<file path="src/rtl/inert_pkg.sv">
// Shared types and constants for the inertial sensor front end.
// INERT_FAST_SIM_EN shortens the power-up wait to a 4-bit counter.
package inert_pkg;

`ifdef INERT_FAST_SIM_EN
    localparam int PWR_CNT_W_DFLT = 4;
`else
    localparam int PWR_CNT_W_DFLT = 16;
`endif

    typedef enum logic [3:0] {
        WAIT_PWR,
        INIT1,
        INIT2,
        INIT3,
        INIT4,
        IDLE,
        RD_PL,
        RD_PH,
        RD_AL,
        RD_AH,
        DONE
    } inert_state_t;

    // Sensor configuration writes, issued once after power-up
    localparam logic [15:0] CMD_INIT1 = 16'h0D02;
    localparam logic [15:0] CMD_INIT2 = 16'h1053;
    localparam logic [15:0] CMD_INIT3 = 16'h1150;
    localparam logic [15:0] CMD_INIT4 = 16'h1460;

    // Register reads: bit 15 set selects read, low byte is don't-care
    localparam logic [15:0] CMD_RD_PL = 16'hA200;
    localparam logic [15:0] CMD_RD_PH = 16'hA300;
    localparam logic [15:0] CMD_RD_AL = 16'hAC00;
    localparam logic [15:0] CMD_RD_AH = 16'hAD00;

    localparam int BYTE_PL = 0;
    localparam int BYTE_PH = 1;
    localparam int BYTE_AL = 2;
    localparam int BYTE_AH = 3;

endpackage

</file>
<file path="src/rtl/inert_intf_if.sv">
// Pin-level bundle between the inertial front end and the sensor / consumer.
interface inert_intf_if;
    logic        SS_n;
    logic        SCLK;
    logic        MOSI;
    logic        MISO;
    logic        INT;
    logic        vld;
    logic [15:0] ptch_rt;
    logic [15:0] AZ;

    modport master (
        input  MISO, INT,
        output SS_n, SCLK, MOSI, vld, ptch_rt, AZ
    );

    modport slave (
        output MISO, INT,
        input  SS_n, SCLK, MOSI, vld, ptch_rt, AZ
    );
endinterface

</file>
<file path="src/rtl/inert_intf_spi_mnrch.sv">
// 16-bit mode-3 SPI master: MOSI shifts on SCLK fall, MISO sampled on SCLK rise.
module spi_mnrch #(
    parameter int SCLK_DIV_W = 4
) (
    input  logic        clk,
    input  logic        rst_n,
    input  logic        wrt,
    input  logic [15:0] cmd,
    output logic        done,
    output logic [15:0] rd_data,
    output logic        SS_n,
    output logic        SCLK,
    output logic        MOSI,
    input  logic        MISO
);

    localparam logic [SCLK_DIV_W-1:0] DIV_ONE     = {{(SCLK_DIV_W-1){1'b0}}, 1'b1};
    localparam logic [SCLK_DIV_W-1:0] DIV_RISE_M1 = {1'b0, {(SCLK_DIV_W-1){1'b1}}};
    localparam logic [SCLK_DIV_W-1:0] DIV_FALL_M1 = '1;

    logic                  busy_reg;
    logic                  ss_n_reg;
    logic                  done_reg;
    logic                  miso_smpl_reg;
    logic [SCLK_DIV_W-1:0] div_reg;
    logic [3:0]            bit_cnt_reg;
    logic [15:0]           shft_reg;

    // SCLK low for the first half of each period, so SS_n fall doubles as the first fall
    assign SCLK    = div_reg[SCLK_DIV_W-1] | ~busy_reg;
    assign MOSI    = busy_reg & shft_reg[15];
    assign SS_n    = ss_n_reg;
    assign done    = done_reg;
    assign rd_data = shft_reg;

    always_ff @(posedge clk or negedge rst_n) begin
        if (!rst_n) begin
            busy_reg      <= 1'b0;
            ss_n_reg      <= 1'b1;
            done_reg      <= 1'b0;
            miso_smpl_reg <= 1'b0;
            div_reg       <= '0;
            bit_cnt_reg   <= '0;
            shft_reg      <= '0;
        end else begin
            done_reg <= 1'b0;
            if (!busy_reg) begin
                if (wrt) begin
                    busy_reg    <= 1'b1;
                    ss_n_reg    <= 1'b0;
                    div_reg     <= '0;
                    bit_cnt_reg <= '0;
                    shft_reg    <= cmd;
                end
            end else begin
                div_reg <= div_reg + DIV_ONE;
                if (div_reg == DIV_RISE_M1) begin
                    miso_smpl_reg <= MISO;
                end
                // The 16th fall position is where SS_n is released instead
                if (div_reg == DIV_FALL_M1) begin
                    shft_reg    <= {shft_reg[14:0], miso_smpl_reg};
                    bit_cnt_reg <= bit_cnt_reg + 4'd1;
                    if (bit_cnt_reg == 4'd15) begin
                        busy_reg <= 1'b0;
                        ss_n_reg <= 1'b1;
                        done_reg <= 1'b1;
                    end
                end
            end
        end
    end

endmodule

</file>
<file path="src/rtl/inert_intf.sv">
// Inertial sensor front end: power-up wait, sensor init, INT-triggered pitch/AZ reads.
// PWR_CNT_W defaults to 16, or 4 when INERT_FAST_SIM_EN is defined.
module inert_intf
    import inert_pkg::*;
#(
    parameter int SCLK_DIV_W = 4,
    parameter int PWR_CNT_W  = PWR_CNT_W_DFLT
) (
    input  logic            clk,
    input  logic            rst_n,
    inert_intf_if.master    bus
);

    localparam logic [PWR_CNT_W-1:0] PWR_ONE = {{(PWR_CNT_W-1){1'b0}}, 1'b1};

    inert_state_t         state_reg, state_next;
    logic [PWR_CNT_W-1:0] pwr_cnt_reg;
    logic                 int_meta_reg, int_sync_reg;
    logic [7:0]           byte_reg [4];
    logic [15:0]          ptch_reg, az_reg;
    logic                 vld_reg;

    logic                 wrt;
    logic [15:0]          cmd;
    logic                 done;
    logic [15:0]          rd_data;
    logic [7:0]           rd_lo;
    logic [7:0]           rd_hi_unused;
    logic [3:0]           cap;
    logic                 upd;
    logic                 pwr_done;

    assign rd_lo        = rd_data[7:0];
    assign rd_hi_unused = rd_data[15:8];
    assign pwr_done     = &pwr_cnt_reg;

    spi_mnrch #(.SCLK_DIV_W(SCLK_DIV_W)) u_spi (
        .clk     (clk),
        .rst_n   (rst_n),
        .wrt     (wrt),
        .cmd     (cmd),
        .done    (done),
        .rd_data (rd_data),
        .SS_n    (bus.SS_n),
        .SCLK    (bus.SCLK),
        .MOSI    (bus.MOSI),
        .MISO    (bus.MISO)
    );

    always_ff @(posedge clk or negedge rst_n) begin
        if (!rst_n) begin
            int_meta_reg <= 1'b0;
            int_sync_reg <= 1'b0;
        end else begin
            int_meta_reg <= bus.INT;
            int_sync_reg <= int_meta_reg;
        end
    end

    always_ff @(posedge clk or negedge rst_n) begin
        if (!rst_n) begin
            pwr_cnt_reg <= '0;
        end else if (state_reg == WAIT_PWR && !pwr_done) begin
            pwr_cnt_reg <= pwr_cnt_reg + PWR_ONE;
        end
    end

    always_ff @(posedge clk or negedge rst_n) begin
        if (!rst_n) begin
            state_reg <= WAIT_PWR;
        end else begin
            state_reg <= state_next;
        end
    end

    // Each transfer is launched on the transition into the state that waits for its done
    always_comb begin
        state_next = state_reg;
        wrt        = 1'b0;
        cmd        = '0;
        cap        = '0;
        upd        = 1'b0;
        unique case (state_reg)
            WAIT_PWR: if (pwr_done) begin
                wrt = 1'b1; cmd = CMD_INIT1; state_next = INIT1;
            end
            INIT1: if (done) begin
                wrt = 1'b1; cmd = CMD_INIT2; state_next = INIT2;
            end
            INIT2: if (done) begin
                wrt = 1'b1; cmd = CMD_INIT3; state_next = INIT3;
            end
            INIT3: if (done) begin
                wrt = 1'b1; cmd = CMD_INIT4; state_next = INIT4;
            end
            INIT4: if (done) begin
                state_next = IDLE;
            end
            IDLE: if (int_sync_reg) begin
                wrt = 1'b1; cmd = CMD_RD_PL; state_next = RD_PL;
            end
            RD_PL: if (done) begin
                cap[BYTE_PL] = 1'b1; wrt = 1'b1; cmd = CMD_RD_PH; state_next = RD_PH;
            end
            RD_PH: if (done) begin
                cap[BYTE_PH] = 1'b1; wrt = 1'b1; cmd = CMD_RD_AL; state_next = RD_AL;
            end
            RD_AL: if (done) begin
                cap[BYTE_AL] = 1'b1; wrt = 1'b1; cmd = CMD_RD_AH; state_next = RD_AH;
            end
            RD_AH: if (done) begin
                cap[BYTE_AH] = 1'b1; state_next = DONE;
            end
            DONE: begin
                upd = 1'b1; state_next = IDLE;
            end
            default: state_next = WAIT_PWR;
        endcase
    end

    generate
        for (genvar gi = 0; gi < 4; gi++) begin : g_hold
            always_ff @(posedge clk or negedge rst_n) begin
                if (!rst_n) begin
                    byte_reg[gi] <= '0;
                end else if (cap[gi]) begin
                    byte_reg[gi] <= rd_lo;
                end
            end
        end
    endgenerate

    // Outputs move only as a complete pair, on the same edge vld rises
    always_ff @(posedge clk or negedge rst_n) begin
        if (!rst_n) begin
            vld_reg  <= 1'b0;
            ptch_reg <= '0;
            az_reg   <= '0;
        end else begin
            vld_reg <= upd;
            if (upd) begin
                ptch_reg <= {byte_reg[BYTE_PH], byte_reg[BYTE_PL]};
                az_reg   <= {byte_reg[BYTE_AH], byte_reg[BYTE_AL]};
            end
        end
    end

    assign bus.vld     = vld_reg;
    assign bus.ptch_rt = ptch_reg;
    assign bus.AZ      = az_reg;

endmodule

</file>
<file path="src/flat_wrapper.sv">
// flat-port wrapper written by rule: the top's interface ports become plain ports
module inert_intf_flat import inert_pkg::*;
#(
    parameter int SCLK_DIV_W = 4,
    parameter int PWR_CNT_W  = PWR_CNT_W_DFLT
)
  (clk, rst_n, bus_MISO, bus_INT, bus_SS_n, bus_SCLK, bus_MOSI, bus_vld, bus_ptch_rt, bus_AZ);
  inert_intf_if bus_i ();
  input  logic clk;
  input  logic rst_n;
  input wire logic [$bits(bus_i.MISO)-1:0] bus_MISO;
  input wire logic [$bits(bus_i.INT)-1:0] bus_INT;
  output wire logic [$bits(bus_i.SS_n)-1:0] bus_SS_n;
  output wire logic [$bits(bus_i.SCLK)-1:0] bus_SCLK;
  output wire logic [$bits(bus_i.MOSI)-1:0] bus_MOSI;
  output wire logic [$bits(bus_i.vld)-1:0] bus_vld;
  output wire logic [$bits(bus_i.ptch_rt)-1:0] bus_ptch_rt;
  output wire logic [$bits(bus_i.AZ)-1:0] bus_AZ;
  assign bus_i.MISO = bus_MISO;
  assign bus_i.INT = bus_INT;
  assign bus_SS_n = bus_i.SS_n;
  assign bus_SCLK = bus_i.SCLK;
  assign bus_MOSI = bus_i.MOSI;
  assign bus_vld = bus_i.vld;
  assign bus_ptch_rt = bus_i.ptch_rt;
  assign bus_AZ = bus_i.AZ;
  inert_intf #(.SCLK_DIV_W(SCLK_DIV_W), .PWR_CNT_W(PWR_CNT_W)) u_core (.clk(clk), .rst_n(rst_n), .bus(bus_i));
endmodule
</file>
<file path="config.mk">
export PLATFORM = sky130hd
export DESIGN_NAME = inert_intf_flat
export DESIGN_NICKNAME = d
export VERILOG_FILES = /design/src/rtl/inert_pkg.sv /design/src/rtl/inert_intf_if.sv /design/src/rtl/inert_intf_spi_mnrch.sv /design/src/rtl/inert_intf.sv /design/src/flat_wrapper.sv
export SDC_FILE = /design/constraint.sdc
export NUM_CORES = 1
export LEC_CHECK = 0
export CAP_MARGIN = 0
export CORE_MARGIN = 8
export CORE_UTILIZATION = 29
export CTS_BUF_LIST = sky130_fd_sc_hd__clkbuf_4 sky130_fd_sc_hd__clkbuf_8
export CTS_CLUSTER_SIZE = 10
export DETAILED_ROUTE_END_ITERATION = 8
export PLACE_DENSITY = 0.46
export SLEW_MARGIN = 30
export SYNTH_ARGS = -nofsm -noshare
export SYNTH_HDL_FRONTEND = slang
export SYNTH_SLANG_ARGS = --single-unit
</file>
<file path="constraint.sdc">
create_clock -name clk -period 2.05 [get_ports clk]
set_input_delay 0.41 -clock clk [delete_from_list [all_inputs] [get_ports clk]]
set_output_delay 0.41 -clock clk [all_outputs]
set_load 0.02 [all_outputs]
</file>
==> flow_summary_export.csv, run 1 <==
group,metric,value,unit
power,leakagePower,2.90,nW
power,powerDensity,694,nW/um^2
drt,drtPass1Iterations,4,
die,fp.dieW,147,um
yosys,synth_area,4950,sq um
sta,max_freq,494,MHz
yosys,synthAdderAreaFrac,0.758,%
worst_setup_path,crit-reg2reg-capture,"u_core.u_spi.rd_data[11]$_DFFE_PN0P_",
yosys,synth.largest_area_cell,"dfrtp_1",
hold_path,holdPathEnd,"u_core.int_sync_reg$_DFF_PN0_",
hold_path,hp-start,"u_core.int_meta_reg$_DFF_PN0_",
yosys,synth_compound_area_share,7.45,%
global_route,antenna_found_initial,0,
yosys,ys_ff_latch,115,
die,start_util,29.8,%
die,die_area,21500,sq um
clocking,clock-sinks,115,
layout,drive_gt1_share,31.4,%
layout,final_area,6260,sq um
global_route,grt_max_degree,40,
yosys,yosys.area_share.simple,13.0,%
power,peakVddDrop,0.362,mV
yosys,yosysWarningCount,0,
worst_setup_path,cp_cell_sequence,"or4_4 > or2_4 > nor2b_4 > nor4_4 > a2111o_1",
worst_setup_path,worst-path-buf-inv,0,
drt,ant_nets,0,
yosys,syn_nets,404,
layout,largest_reg_flops,32,
global_route,gr-total-overflow,0,
hold_path,hold_class,"register to register",
sta,clock_skew,0.0132,ns
placed_design,hpwl,7.49,mm
yosys,syn_area_per_cell,12.5,sq um
die,core,16600,sq um
placed_design,place_area,5860,sq um
sta,max_slew.worst_pin.slew,0.658,ns
clocking,cts_root_buf,"clkbuf_8",
die,ios,40,
layout,fillers,1632,
layout,fin_nets,482,
drt,routed_wl,10.8,mm
yosys,synth_edf_count,0,
sta,post-route-period-util,98.7,%
layout,layoutNonFillerInstCount,708,
sta,setup_viol,0,
yosys,synth_flop_cell,"dfrtp_1",
flow_run,drv_cap,0,
worst_setup_path,critPathMaxFanout,10,
worst_setup_path,rr_startpoint,"u_core.state_reg[3]$_DFFE_PN0P_",
yosys,ys_top_cells_by_count,"dfrtp_1, mux2_2, nand2_1, nor2_1, a21oi_1",
yosys,synth_xor_area_share,2.47,%
worst_setup_path,arrival,2.35,ns
placed_design,dp.cells,674,
sta,hold-worst-slack,0.380,ns
placed_design,port_buffers,39,
clocking,htree_levels,4,
worst_setup_path,path_class,"register to register",
worst_setup_path,cpPeakStageDelay,0.54,ns
drt,wl_per_cell,15.3,um
yosys,ys_async_sr_fraction,100,%
yosys,synthMuxAreaShare,16.3,%
global_route,grt_usage,10.8,%
die,num_rows,47,
drt,first_iter_violations,169,
worst_setup_path,cp_slowest_cell,"or4_4",
drt,vias_per_cell,4.73,
layout,final_util,37.6,%
yosys,ys_seq_area_share,58.1,%
yosys,yosysUniqueCellTypes,54,
worst_setup_path,cp_num_cells,5,
global_route,grt_pass1_wl,18.4,mm
yosys,synthCells,397,
power,power,4.34,mW
worst_setup_path,worst_ep_required_time,2.37,ns
clocking,clk_latency,0.43,ns
clocking,cts_buffers,17,
layout,area_growth,26.3,%
yosys,synth_top_area_share,57.6,%
global_route,first_global_vias,3477,
drt,vias,3346,
hold_path,whs_path_depth,0,
drt,drc,0,
yosys,synth_top_family_by_area,"multiplexers",
worst_setup_path,critPathLaunchType,"register",
clocking,clk_pin_slew,0.08,ns
worst_setup_path,crit_family,"simple AND/OR/NAND/NOR gates",
clocking,tritoncts,"done",
die,fp.dieH,147,um
outcome,outcome,"completed",
placed_design,place_congestion,0.848,
clocking,clk_path_buf_depth,2,
layout,num_antenna_cells,0,
sta,rsz0062_at_grt,"yes",
yosys,yosysMostFrequentCell,"dfrtp_1",
sta,maxSlewViolCount,0,
sta,slew_headroom,55.8,%
sta,min_period,2.02,ns
sta,hold_viol_final,0,
worst_setup_path,worstRegToRegCells,5,
worst_setup_path,cp-end-kind,"register",
worst_setup_path,r2r_setup_slack,0.03,ns
yosys,synth_area_leaders,"dfrtp_1, mux2_2, nand2_1, xnor2_1, a21oi_1",
-- layout by cell type (no fill, tap or decap), types with 4 or more instances in the layout --
cell and n:
a21oi_1 16, a221o_1 8, buf_12 4, buf_4 32, clkbuf_8 18, clkdlybuf4s50_1 36
clkinvlp_4 4, dfrtp_1 113, inv_1 6, inv_6 4, mux2_2 68, mux2i_1 4
nand2_1 52, nand3_1 10, nand4_1 6, nor2_1 20, o21ai_0 5, xnor2_1 10
xor2_1 4
-- report_power, final --
part / internal (mW) / switching, mW / total (mW)
clock network: 1.02 / 0.992 / 2.01
logic: 0.0160 / 0.0457 / 0.0617
registers: 2.27 / 0.00124 / 2.27
total: 3.30 / 1.04 / 4.34
-- worst reg2reg max path, cell delays in order (launching register included) --
cell      delay, ns
dfrtp_1        0.38
or4_4          0.54
or2_4          0.31
nor2b_4        0.19
nor4_4         0.12
a2111o_1       0.39
-- routing by layer --
| layer | up-vias | share of wire, % | GRT usage, % |
|---|---|---|---|
| li1 | 1591 | - | - |
| met1 | 1685 | 47 | 13.3 |
| met2 | 54 | 47 | 17.1 |
| met3 | 16 | 4.0 | 2.89 |
| met4 | 0 | 1.7 | 5.10 |
| met5 | - | 0 | 0 |
-- layout make-up --
class,instances,area [sq um],area share [%]
sequential,115,2880,46.0
timing repair buffer,75,708,11.3
inverter,6,22.5,0.360
tap,220,275,4.40
clock inverter,13,126,2.02
multi-input combinational,260,1990,31.8
clock buffer,19,255,4.08
-- metrics by stage --
stage                     TNS, ns  setup slack, ns
after global routing       -0.426          -0.0448
final                           0           0.0264
after CTS                       0           0.0208
after detailed placement  -0.0470          -0.0366
after floorplan                 0           0.0224
after global placement          0           0.0519
-- worst max path at each step --
stage / from / end / slack, ns
4_1_cts: u_core.state_reg[3]$_DFFE_PN0P_ / u_core.pwr_cnt_reg[11]$_DFFE_PN0P_ / 0.02
6_report: u_core.state_reg[3]$_DFFE_PN0P_ / u_core.u_spi.rd_data[11]$_DFFE_PN0P_ / 0.03
3_3_place_gp: u_core.state_reg[3]$_DFFE_PN0P_ / u_core.pwr_cnt_reg[11]$_DFFE_PN0P_ / 0.05
3_5_place_dp: u_core.state_reg[3]$_DFFE_PN0P_ / u_core.u_spi.div_reg[0]$_DFFE_PN0P_ / -0.04
5_1_grt: u_core.state_reg[3]$_DFFE_PN0P_ / u_core.u_spi.rd_data[5]$_DFFE_PN0P_ / -0.04
2_1_floorplan: u_core.state_reg[3]$_DFFE_PN0P_ / u_core.pwr_cnt_reg[11]$_DFFE_PN0P_ / 0.02
-- kinds of logic (layout without fill, tap and decap cells) --
group / Yosys count / in the layout
AOI/OAI and AO/OA: 50 / 50
xor gates and xnor gates: 14 / 14
adders and majority gates: 3 / 3
buffers and inverters: 22 / 113
DFF: 115 / 115
muxes: 72 / 72
and+or+nand+nor: 121 / 121
-- timing repair --
item                                   in CTS  in global routing
setup buffers                               0                  1
endpoints found under the hold margin      35                  0
resized for setup                           4                  0
pin swaps                                   0                  3
setup endpoints to repair                   3                 20
hold buffers                                1                  0
No activity file was read; power rests on OpenSTA's default activity.
==> inputs of run 2 (changes only) <==
CORE_MARGIN = unset   (was 8)
PLACE_DENSITY = unset   (was 0.46)
==> run 2 against run 1 <==
  * Flip-flop and latch count did not move
  * Cell area fell by 1.3%
  * Core utilization fell by 0.50 points
  * Register-to-register slack improved by 0.03 ns
  * Wire length fell by 4.7%
  * Via count fell by 0.72%
  * Combinational power fell by 9.7%
  * Critical path type unchanged
  * Largest power group unchanged
==> flow_summary_export.csv, run 2 (synthesized netlist as in run 1, its figures left out) <==
group,metric,value,unit
placed_design,place_congestion,0.783,
worst_setup_path,cp-end-kind,"register",
layout,num_antenna_cells,0,
drt,vias_per_cell,4.77,
drt,wl_per_cell,14.8,um
clocking,cts_buffers,17,
global_route,first_global_vias,3330,
drt,ant_nets,0,
layout,largest_reg_flops,32,
worst_setup_path,worstRegToRegCells,5,
clocking,clk_pin_slew,0.06,ns
worst_setup_path,r2r_setup_slack,0.06,ns
sta,max_slew.worst_pin.slew,0.580,ns
placed_design,pre_cts_slack,-0.0431,ns
die,die_area,17600,sq um
worst_setup_path,critPathLaunchType,"register",
clocking,clock-sinks,115,
die,ios,40,
sta,hold_viol_final,0,
drt,vias,3322,
global_route,grt_max_degree,62,
power,peakVddDrop,0.371,mV
die,start_util,29.8,%
drt,drc,0,
clocking,htree_levels,4,
global_route,grt_pass1_wl,17.5,mm
placed_design,hpwl,7.15,mm
hold_path,whs_path_depth,0,
layout,fin_nets,471,
layout,fillers,1561,
global_route,grt_usage,12.9,%
power,leakagePower,2.88,nW
worst_setup_path,worst_ep_required_time,2.37,ns
layout,area_growth,24.7,%
placed_design,place_area,5750,sq um
placed_design,dp.cells,663,
layout,final_common_cell,"dfrtp_1",
sta,hold-worst-slack,0.365,ns
layout,final_area,6180,sq um
layout,drive_gt1_share,30.0,%
clocking,clk_path_buf_depth,2,
sta,slew_headroom,61.1,%
drt,drtPass1Iterations,4,
clocking,cts_root_buf,"clkbuf_8",
die,num_rows,47,
sta,maxSlewViolCount,0,
sta,min_period,1.99,ns
power,powerDensity,717,nW/um^2
sta,post-route-period-util,97.2,%
sta,max_freq,502,MHz
sta,rsz0062_at_grt,"yes",
clocking,tritoncts,"done",
global_route,gr-total-overflow,0,
worst_setup_path,arrival,2.31,ns
worst_setup_path,critPathMaxFanout,10,
layout,final_cell_mix,"dfrtp_1, mux2_2, nand2_1, clkdlybuf4s50_1, buf_4",
placed_design,port_buffers,39,
power,comb_power_share,1.3,%
layout,layoutNonFillerInstCount,697,
outcome,outcome,"completed",
drt,routed_wl,10.3,mm
power,cell_internal_pwr,3.47,mW
die,fp.dieW,133,um
layout,multi_input_area,2000,sq um
global_route,antenna_found_initial,0,
power,sw_frac_of_total,21.5,%
power,p_seq_share,51.3,%
worst_setup_path,path_class,"register to register",
drt,first_iter_violations,204,
power,clockPowerShare,47.4,%
power,p_switching,952,uW
flow_run,drv_cap,0,
sta,fin_ws,0.0565,ns
sta,fin_setup_tns,0,ns
sta,setup_viol,0,
sta,clock_skew,0.0111,ns
layout,regArea,2880,sq um
hold_path,hold_class,"register to register",
die,core,16600,sq um
clocking,clk_latency,0.44,ns
die,fp.dieH,133,um
[run 2: final cells by class]
class	count	area share (%)
clock buffers	23	4.72
clock inverters	9	1.70
inverters	6	0.365
multi-input cells	260	32.4
flip-flops and latches	115	46.6
well taps	220	4.46
repair buffers	64	9.76
[run 2: metal layers]
metal	routed length (um)	track usage (%)	up-vias	share of wire [%]
met5	0	0	-	0
met2	4830	19.3	77	47
li1	-	-	1564	-
met3	416	3.95	18	4.0
met1	4890	17.0	1663	47
met4	191	6.26	0	1.9
[run 2: worst paths after layout]
kind,from,to
worst max-delay path,u_core.state_reg[1]$_DFFE_PN0P_,u_core.u_spi.rd_data[11]$_DFFE_PN0P_
worst min-delay path,u_core.int_meta_reg$_DFF_PN0_,u_core.int_sync_reg$_DFF_PN0_
worst min register to register,u_core.int_meta_reg$_DFF_PN0_,u_core.int_sync_reg$_DFF_PN0_
min in group asynchronous,rst_n,u_core.bus.ptch_rt[5]$_DFFE_PN0P_
worst max register to register,u_core.state_reg[1]$_DFFE_PN0P_,u_core.u_spi.rd_data[11]$_DFFE_PN0P_
max in group asynchronous,rst_n,u_core.u_spi.SS_n$_DFFE_PN1P_
[run 2: per-stage QoR]
stage	total power, mW	util (%)
finish	4.43	37.1
global route	4.60	37.1
CTS	4.48	37.0
detailed placement	2.37	34.5
global placement	2.37	34.5
floorplan	2.31	-
[run 2: power by group through the flow]
stage	clock network, mW	logic, mW	registers [mW]
2_1_floorplan	0	0.0000980	2.31
3_3_place_gp	0	0.0559	2.31
3_5_place_dp	0	0.0589	2.31
4_1_cts	2.15	0.0606	2.27
5_1_grt	2.27	0.0669	2.27
6_report	2.10	0.0557	2.27
[run 2: critical path, cell delays in order, from the launching register on]
cell and delay, ns:
dfrtp_1 0.38, or4_4 0.54, or2_4 0.29, nor2b_4 0.19, nor4_4 0.09, a2111o_1 0.38
[run 2: repair_timing]
item                                    CTS  global route
hold buffers                              1             0
pin swaps                                 0             6
hold endpoints to repair                 28             0
gates resized for setup                   4             3
setup buffers                             0             1
endpoints found under the setup margin    5            20
